--- src/rtl/sprite_compositor.sv ---
// Sprite compositor: per-pixel sprite ROM addressing, colour-key transparency, index-priority
// overlay on the background, and a per-frame sprite collision flag. Config is committed at frame_start.
module sprite_compositor #(
  parameter int                 NUM_SPR   = 8,
  parameter int                 XW        = 10,
  parameter int                 YW        = 9,
  parameter int                 ADDR_W    = 14,
  parameter int                 COLOR_W   = 12,
  parameter int                 ROM_LAT   = 1,
  parameter logic [COLOR_W-1:0] TRANS_KEY = 12'h428
) (
  input  logic                       clk,
  input  logic                       rstn,
  input  logic                       frame_start,
  input  logic                       pix_valid,
  input  logic [XW-1:0]              col_addr,
  input  logic [YW-1:0]              row_addr,
  input  logic [COLOR_W-1:0]         bg_pixel,
  input  logic                       cfg_we,
  input  logic [3:0]                 cfg_idx,
  input  logic [XW-1:0]              cfg_x,
  input  logic [YW-1:0]              cfg_y,
  input  logic [XW-1:0]              cfg_w,
  input  logic [YW-1:0]              cfg_h,
  output logic [NUM_SPR*ADDR_W-1:0]  spr_addr,
  input  logic [NUM_SPR*COLOR_W-1:0] spr_data,
  output logic [COLOR_W-1:0]         pix_out,
  output logic                       pix_out_valid,
  output logic [NUM_SPR-1:0]         hit_mask,
  output logic                       coll_frame
);

  localparam int FW = XW + YW + 1;

  logic [XW-1:0] sh_x [NUM_SPR];
  logic [YW-1:0] sh_y [NUM_SPR];
  logic [XW-1:0] sh_w [NUM_SPR];
  logic [YW-1:0] sh_h [NUM_SPR];
  logic [XW-1:0] ac_x [NUM_SPR];
  logic [YW-1:0] ac_y [NUM_SPR];
  logic [XW-1:0] ac_w [NUM_SPR];
  logic [YW-1:0] ac_h [NUM_SPR];

  // Commit reads the shadow before any same-cycle write lands, so such a write waits a frame.
  always_ff @(posedge clk or negedge rstn) begin
    if (!rstn) begin
      for (int i = 0; i < NUM_SPR; i++) begin
        sh_x[i] <= '0;
        sh_y[i] <= '0;
        sh_w[i] <= '0;
        sh_h[i] <= '0;
        ac_x[i] <= '0;
        ac_y[i] <= '0;
        ac_w[i] <= '0;
        ac_h[i] <= '0;
      end
    end else begin
      for (int i = 0; i < NUM_SPR; i++) begin
        if (frame_start) begin
          ac_x[i] <= sh_x[i];
          ac_y[i] <= sh_y[i];
          ac_w[i] <= sh_w[i];
          ac_h[i] <= sh_h[i];
        end
        if (cfg_we && (cfg_idx == 4'(i))) begin
          sh_x[i] <= cfg_x;
          sh_y[i] <= cfg_y;
          sh_w[i] <= cfg_w;
          sh_h[i] <= cfg_h;
        end
      end
    end
  end

  logic [NUM_SPR-1:0] in_box_c;
  logic [XW-1:0]      dx_c  [NUM_SPR];
  logic [YW-1:0]      dy_c  [NUM_SPR];
  logic [FW-1:0]      lin_c [NUM_SPR];

  // Box end is formed one bit wider so a sprite hanging off the right/bottom edge never wraps to 0.
  always_comb begin
    in_box_c = '0;
    for (int i = 0; i < NUM_SPR; i++) begin
      in_box_c[i] = (ac_w[i] != '0) && (ac_h[i] != '0)
                 && (col_addr >= ac_x[i])
                 && ({1'b0, col_addr} < ({1'b0, ac_x[i]} + {1'b0, ac_w[i]}))
                 && (row_addr >= ac_y[i])
                 && ({1'b0, row_addr} < ({1'b0, ac_y[i]} + {1'b0, ac_h[i]}));
      dx_c[i]  = col_addr - ac_x[i];
      dy_c[i]  = row_addr - ac_y[i];
      lin_c[i] = FW'(dy_c[i]) * FW'(ac_w[i]) + FW'(dx_c[i]);
    end
  end

  logic [NUM_SPR-1:0] in_box_q;
  logic               pv_q;
  logic [COLOR_W-1:0] bg_q;

  always_ff @(posedge clk or negedge rstn) begin
    if (!rstn) begin
      spr_addr <= '0;
      in_box_q <= '0;
      pv_q     <= 1'b0;
      bg_q     <= '0;
    end else begin
      in_box_q <= in_box_c;
      pv_q     <= pix_valid;
      bg_q     <= bg_pixel;
      for (int i = 0; i < NUM_SPR; i++)
        spr_addr[i*ADDR_W +: ADDR_W] <= in_box_c[i] ? ADDR_W'(lin_c[i]) : '0;
    end
  end

  logic [NUM_SPR-1:0] box_d [ROM_LAT];
  logic               pv_d  [ROM_LAT];
  logic [COLOR_W-1:0] bg_d  [ROM_LAT];

  // Side-band flags ride alongside the ROM read so they line up with spr_data.
  always_ff @(posedge clk or negedge rstn) begin
    if (!rstn) begin
      for (int k = 0; k < ROM_LAT; k++) begin
        box_d[k] <= '0;
        pv_d[k]  <= 1'b0;
        bg_d[k]  <= '0;
      end
    end else begin
      box_d[0] <= in_box_q;
      pv_d[0]  <= pv_q;
      bg_d[0]  <= bg_q;
      for (int k = 1; k < ROM_LAT; k++) begin
        box_d[k] <= box_d[k-1];
        pv_d[k]  <= pv_d[k-1];
        bg_d[k]  <= bg_d[k-1];
      end
    end
  end

  logic [NUM_SPR-1:0] opq_c;
  logic [COLOR_W-1:0] pix_c;
  logic               pv_o;
  logic               multi_c;

  assign pv_o = pv_d[ROM_LAT-1];

  always_comb begin
    opq_c = '0;
    pix_c = bg_d[ROM_LAT-1];
    for (int i = 0; i < NUM_SPR; i++) begin
      opq_c[i] = box_d[ROM_LAT-1][i] && (spr_data[i*COLOR_W +: COLOR_W] != TRANS_KEY);
      if (opq_c[i])
        pix_c = spr_data[i*COLOR_W +: COLOR_W];
    end
  end

  // Clearing the lowest set bit leaves something only when two or more sprites are opaque.
  assign multi_c = |(opq_c & (opq_c - NUM_SPR'(1)));

  logic sticky;

  always_ff @(posedge clk or negedge rstn) begin
    if (!rstn) begin
      pix_out       <= '0;
      pix_out_valid <= 1'b0;
      hit_mask      <= '0;
      sticky        <= 1'b0;
      coll_frame    <= 1'b0;
    end else begin
      pix_out       <= pix_c;
      pix_out_valid <= pv_o;
      hit_mask      <= pv_o ? opq_c : '0;
      if (frame_start) begin
        coll_frame <= sticky;
        sticky     <= pv_o && multi_c;
      end else if (pv_o && multi_c) begin
        sticky <= 1'b1;
      end
    end
  end

endmodule

--- config.mk ---
export PLATFORM = sky130hd
export DESIGN_NAME = sprite_compositor
export DESIGN_NICKNAME = d
export VERILOG_FILES = /design/src/rtl/sprite_compositor.sv
export SDC_FILE = /design/constraint.sdc
export NUM_CORES = 2
export LEC_CHECK = 0
export BUFFER_PORTS_ARGS = -buffer_cell sky130_fd_sc_hd__clkbuf_2
export CELL_PAD_IN_SITES_DETAIL_PLACEMENT = 1
export CELL_PAD_IN_SITES_GLOBAL_PLACEMENT = 1
export CORE_ASPECT_RATIO = 0.5
export CORE_MARGIN = 2
export CORE_UTILIZATION = 30
export DETAILED_ROUTE_END_ITERATION = 8
export GPL_TIMING_DRIVEN = 0
export HOLD_SLACK_MARGIN = 0.05
export PLACE_DENSITY_LB_ADDON = 0.1
export SLEW_MARGIN = 10
export SYNTH_ARGS = -nofsm -noshare
export SYNTH_HDL_FRONTEND = slang
export SYNTH_SLANG_ARGS = --single-unit
--- constraint.sdc ---
create_clock -name clk -period 5.6 [get_ports clk]
set_input_delay 0.56 -clock clk [delete_from_list [all_inputs] [get_ports clk]]
set_output_delay 0.56 -clock clk [all_outputs]
set_load 0.02 [all_outputs]
# Word-level counts from Yosys, hierarchy flattened
# Index checks and enable logic that the tools add are counted.
op_classes:
  muxes: 19
  multipliers: 8
  addsub: 41
  n_lt_le_gt_ge: 32
  n_eq_ne: 15
  bitwise_logic: 1
  reduce_logical: 76
ops:
  columns: ["operator", "n"]
  rows:
  - ["14-bit by 10-bit adder with 14-bit output", 8]
  - ["9-bit by 10-bit multiplier with 14-bit output", 8]
  - ["14-bit two-way mux", 8]
  - ["12-bit two-way mux", 8]
  - ["12-bit by 11-bit inequality test with 1-bit output, second input constant", 8]
  - ["10-bit by 10-bit adder with 11-bit output", 8]
  - ["10-bit by 11-bit less-than comparator with 1-bit output", 8]
  - ["9-bit by 9-bit adder with 10-bit output", 8]
  - ["10-bit >= comparator", 8]
  - ["9-bit by 10-bit less-than comparator with 1-bit output", 8]
  - ["10-bit nonzero test", 8]
  - ["10-bit subtractor", 8]
  - ["9-bit >= comparator", 8]
  - ["9-bit nonzero test", 8]
  - ["9-bit subtractor", 8]
  - ["1-bit logical AND", 57]
  - ["4-bit by 3-bit equality test with 1-bit output, second input constant", 4]
  - ["8-bit AND", 1]
  - ["4-bit by 2-bit equality test with 1-bit output, second input constant", 2]
  - ["8-bit two-way mux", 1]
  - ["8-bit OR reduction", 1]
  - ["8-bit by 1-bit subtractor with 8-bit output, second input constant", 1]
  - ["4-bit by 1-bit equality test with 1-bit output, second input constant", 1]
  - ["4-bit zero test", 1]
  - ["other kinds (2)", 3]
word_totals:
  out_inout_bits: 134
  ff_bits: 785
  inputBits: 174

# Longest topological paths before layout
logic_depth:
  word_depth: 10
  mapped_depth: 28
  mapped_depth_nobuf: 28

# Least setup slack after synthesis
# Ideal clock, no wire load.
synth_path:
  path_kind: "input to register"
  start: "in row_addr[0]"
  end: "reg spr_addr[27]"
  cell_stages: 22
  setup_ns: 0.119
  path_slack_ns: -0.906
  arrival_time_ns: 6.387
  cell_sequence: "inv_1 > ha_1 > inv_1 > fa_1 > xor2_1 > nand2_1 > fa_1 > inv_1 > fa_1 > inv_1 > fa_1 > inv_1 > fa_1 > fa_1 > ha_1 > or3_1 > o211a_1 > o21a_1 > o21a_1 > o41ai_1 > xnor3_1 > and2_1"
synth_via:
  elab_chain_len: 4
  elab_cells_between_ends: 8
  classes_between: "add/sub (2); mul (1); order compare (2); mux (1); reduce/logical (2)"
synth_lines:
  columns: ["item", "line", "text"]
  rows:
  - ["from (decl)", "17", "input logic [YW-1:0] row_addr,"]
  - ["9-bit subtractor or 9-bit >= comparator (tied branches)", "90, 87", null]
  - ["9-bit by 10-bit multiplier with 14-bit output or 1-bit logical AND (tied branches)", "91, 87", null]
  - ["14-bit by 10-bit adder with 14-bit output or 1-bit logical AND (tied branches)", "91, 88", null]
  - ["14-bit two-way mux (*)", "110", "spr_addr[i*ADDR_W +: ADDR_W] <= in_box_c[i] ? ADDR_W'(lin_c[i]) : '0;"]
  - ["to (signal, indexed assignment)", "110", null]
  - ["to (decl)", "25", "output logic [NUM_SPR*ADDR_W-1:0] spr_addr,"]
# Mark *: on every way between the ends. The rest lies on a longest branch, timed or not.
# A chain may end at the register's enable or synchronous reset.

# Worst setup path after layout
layout_path:
  start: "in row_addr[0]"
  end: "reg spr_addr[41]"
# Same word-level chain as after synthesis.

==> flow_summary.ini <==
[detailed_routing]
num_vias = 49000
viasPerCell = 4.97
dr.pass1.iters = 5
drt-total-wl_um = 235000
drt-wirelength-per-cell_um = 23.8
drtIter0Drc = 2506
antenna_left = 0
drc = 0

[worst_setup_path]
worstReg2RegStart = ac_y[45]
required_ns = 6.18
r2r-end = spr_addr[41]
start_kind = input pin
critPathMaxStageDelay_ns = 0.36
timing.reg2reg.setup_slack_ns = -0.54
critPathArrivalTime_ns = 6.76
crit_top_cell = buf_4
ff2ff_path_depth = 39
critPathTopFamily = buffers and inverters
critPathKind = input pin to flop
critical-path-slowest-cell = xnor3_2
cp.depth = 42
critPathMaxFanout = 8
cp_num_buf_inv = 31
cp-end-kind = flop

[layout]
fin_area_um2 = 77200
final_net_count = 8261
syn_to_final_growth_pct = 19.7
layout-drive-gt1-share_pct = 22.3
final_cell_mix = 782 x dfrtp_1, 703 x inv_1, 637 x ha_1, 473 x mux2_2, 469 x nand2_1
final_common_cell = dfrtp_1

[cts]
cts_max_level = 3
clk_latency_ns = 0.74
clk_path_buf_depth = 3
cts_buffers = 90
cts_tree = yes
clkSinkCount = 785
clk_pin_slew_ns = 0.07
cts-root-buf = clkbuf_16

[die]
die_w_um = 660
die_h_um = 332
core_um2 = 214000
initial_utilization_pct = 30.2
num_io_pins = 308
core.rowCount = 120
die_area_um2 = 219000

[yosys]
yosysUniqueCellTypes = 81
synth_area_per_cell_um2 = 10.2
synthArstFlopShare_pct = 100
ys_ff_latch = 785
synth_edf_count = 0
synth_fp_nets = 7684
yosys_most_used_dff = dfrtp_1
synth_warnings = 0
netlist_area_um2 = 64500
synthCells = 6334
synth_seq_area_share_pct = 30.4

[global_route]
grt.overflow.total = 0
grt_pass1_vias = 54000
antenna_found_initial = 45
grt_max_degree = 100
grt_usage_pct = 21.5
grt_pass1_wl_um = 354000

[run_status]
status = finished, violations left
failed_checks = negative setup slack

[min_path]
hold_start = spr_data[93]
hold_depth = 3
hold_end = pix_out[9]
min_path_type = input pin to flop

[placement]
hpwl_um = 174000
gp_congestion = 0.834
dpl_cell_area_um2 = 70400
numPortBuffers = 306

[timing]
period_share_pct = 110
setup_viol = 32
rsz0062_at_grt = true
fmax_mhz = 162
hold_violations = 0
worst_slack_ns = -0.576
finClkSkew_ns = 0.0330
slew_violations = 0
min_period_ns = 6.18
slew_headroom_pct = 9.38
tightest_slew_ns = 1.36

[job]
drv_cap = 0
-- logic make-up after synthesis --
logic type      count (synthesis)  synth area share (%)
compound gates                985                  9.54
xor+xnor                      324                  4.66
fa+ha+maj                    1177                  28.3
buf+inv                       936                  5.48
flops                         785                  30.4
mux                           490                  8.52
simple gates                 1637                  13.0
-- registers in the layout, summed over array words and instances, names as in the netlist --
name           cells
spr_addr         112
ac_w              80
ac_x              80
sh_w              80
sh_x              80
ac_h              72
ac_y              72
sh_h              72
sh_y              72
bg_d              12
bg_q              12
pix_out           12
box_d              8
hit_mask           8
in_box_q           8
coll_frame         1
pix_out_valid      1
pv_d               1
pv_q               1
sticky             1
-- metrics by stage --
step / TNS [ns] / utilization [%] / setup WS, ns / hold WS [ns] / cells
finish: -8.99 / 36.1 / -0.576 / 0.119 / 9873
global route: -17.19 / 36.1 / -0.816 / 0.121 / 9867
CTS: -8.09 / 35.5 / -0.549 / 0.0576 / 9812
detailed placement: -148.20 / 32.9 / -2.69 / 0.336 / 9520
global placement: - / 32.7 / -16.25 / 0.335 / 9507
floorplan: -6.43 / - / -0.532 / 0.264 / 6334
-- synthesized netlist by cell type, types with 18 or more instances --
cell type | n | area share, %
fa_1 | 472 | 15
nor3_1 | 67 | 0.52
xor2_1 | 120 | 1.6
buf_1 | 18 | 0.10
xnor2_1 | 191 | 2.6
nor4_1 | 45 | 0.44
and2_1 | 364 | 3.5
o22ai_1 | 24 | 0.23
or3_1 | 23 | 0.22
nand3_1 | 37 | 0.29
clkbuf_1 | 157 | 0.91
ha_1 | 704 | 14
nor2b_1 | 89 | 0.86
a211oi_1 | 20 | 0.23
nor2_1 | 270 | 1.6
mux2_2 | 473 | 8.3
nand2b_1 | 117 | 1.1
inv_1 | 747 | 4.3
a21o_1 | 82 | 0.95
o21a_1 | 44 | 0.51
a31oi_1 | 31 | 0.30
o211ai_1 | 33 | 0.38
dfrtp_1 | 785 | 30
or2_2 | 20 | 0.19
a21oi_1 | 244 | 1.9
nand2_1 | 477 | 2.8
o21ai_0 | 303 | 2.4
and3_1 | 23 | 0.22
nand4_1 | 30 | 0.29
a21boi_0 | 33 | 0.38
o21bai_1 | 50 | 0.58
nor4b_1 | 19 | 0.26
-- cell type report --
cell class	instances	area, µm²
antenna	19	47.5
buffer	180	709
clock buffer	118	2490
clock inverter	50	607
fill	24000	137000
inverter	747	2810
multi-input combinational	4615	44000
sequential	785	19600
tap	2867	3590
timing repair buffer	492	3370
-- worst max path at each step --
stage                    end         from
6_report        spr_addr[41]  row_addr[0]
5_1_grt        spr_addr[111]      ac_y[1]
4_1_cts         spr_addr[27]     ac_y[55]
3_5_place_dp    spr_addr[27]  row_addr[0]
3_3_place_gp    spr_addr[79]         rstn
2_1_floorplan   spr_addr[27]  row_addr[0]
-- per-layer routing --
metal	global-route usage, %	wire, µm
met5	0	13
met4	5.01	5750
met3	2.45	8800
met2	35.0	108000
met1	30.5	113000
-- worst register-to-register path: cells and delay by family, from the launching register on --
kind,cells,cell delay [ns]
DFF,1,0.40
buffers and inverters,28,3.44
AOI/OAI and AO/OA,2,0.41
adders and majority gates,2,0.54
and+or+nand+nor,4,0.51
xor gates and xnor gates,3,0.68
-- timing repair --
action / 4_1_cts / 5_1_grt
pin swaps: 132 / 150
gates cloned: 1 / 1
hold buffers: 15 / 0
resized for setup: 256 / 190
setup endpoints to repair: 78 / 50
endpoints found under the hold margin: 180 / 0
buffers inserted: 115 / 45
Power is not shown: default switching activity piles up to over one toggle a cycle in this logic, so the estimate is an artifact.
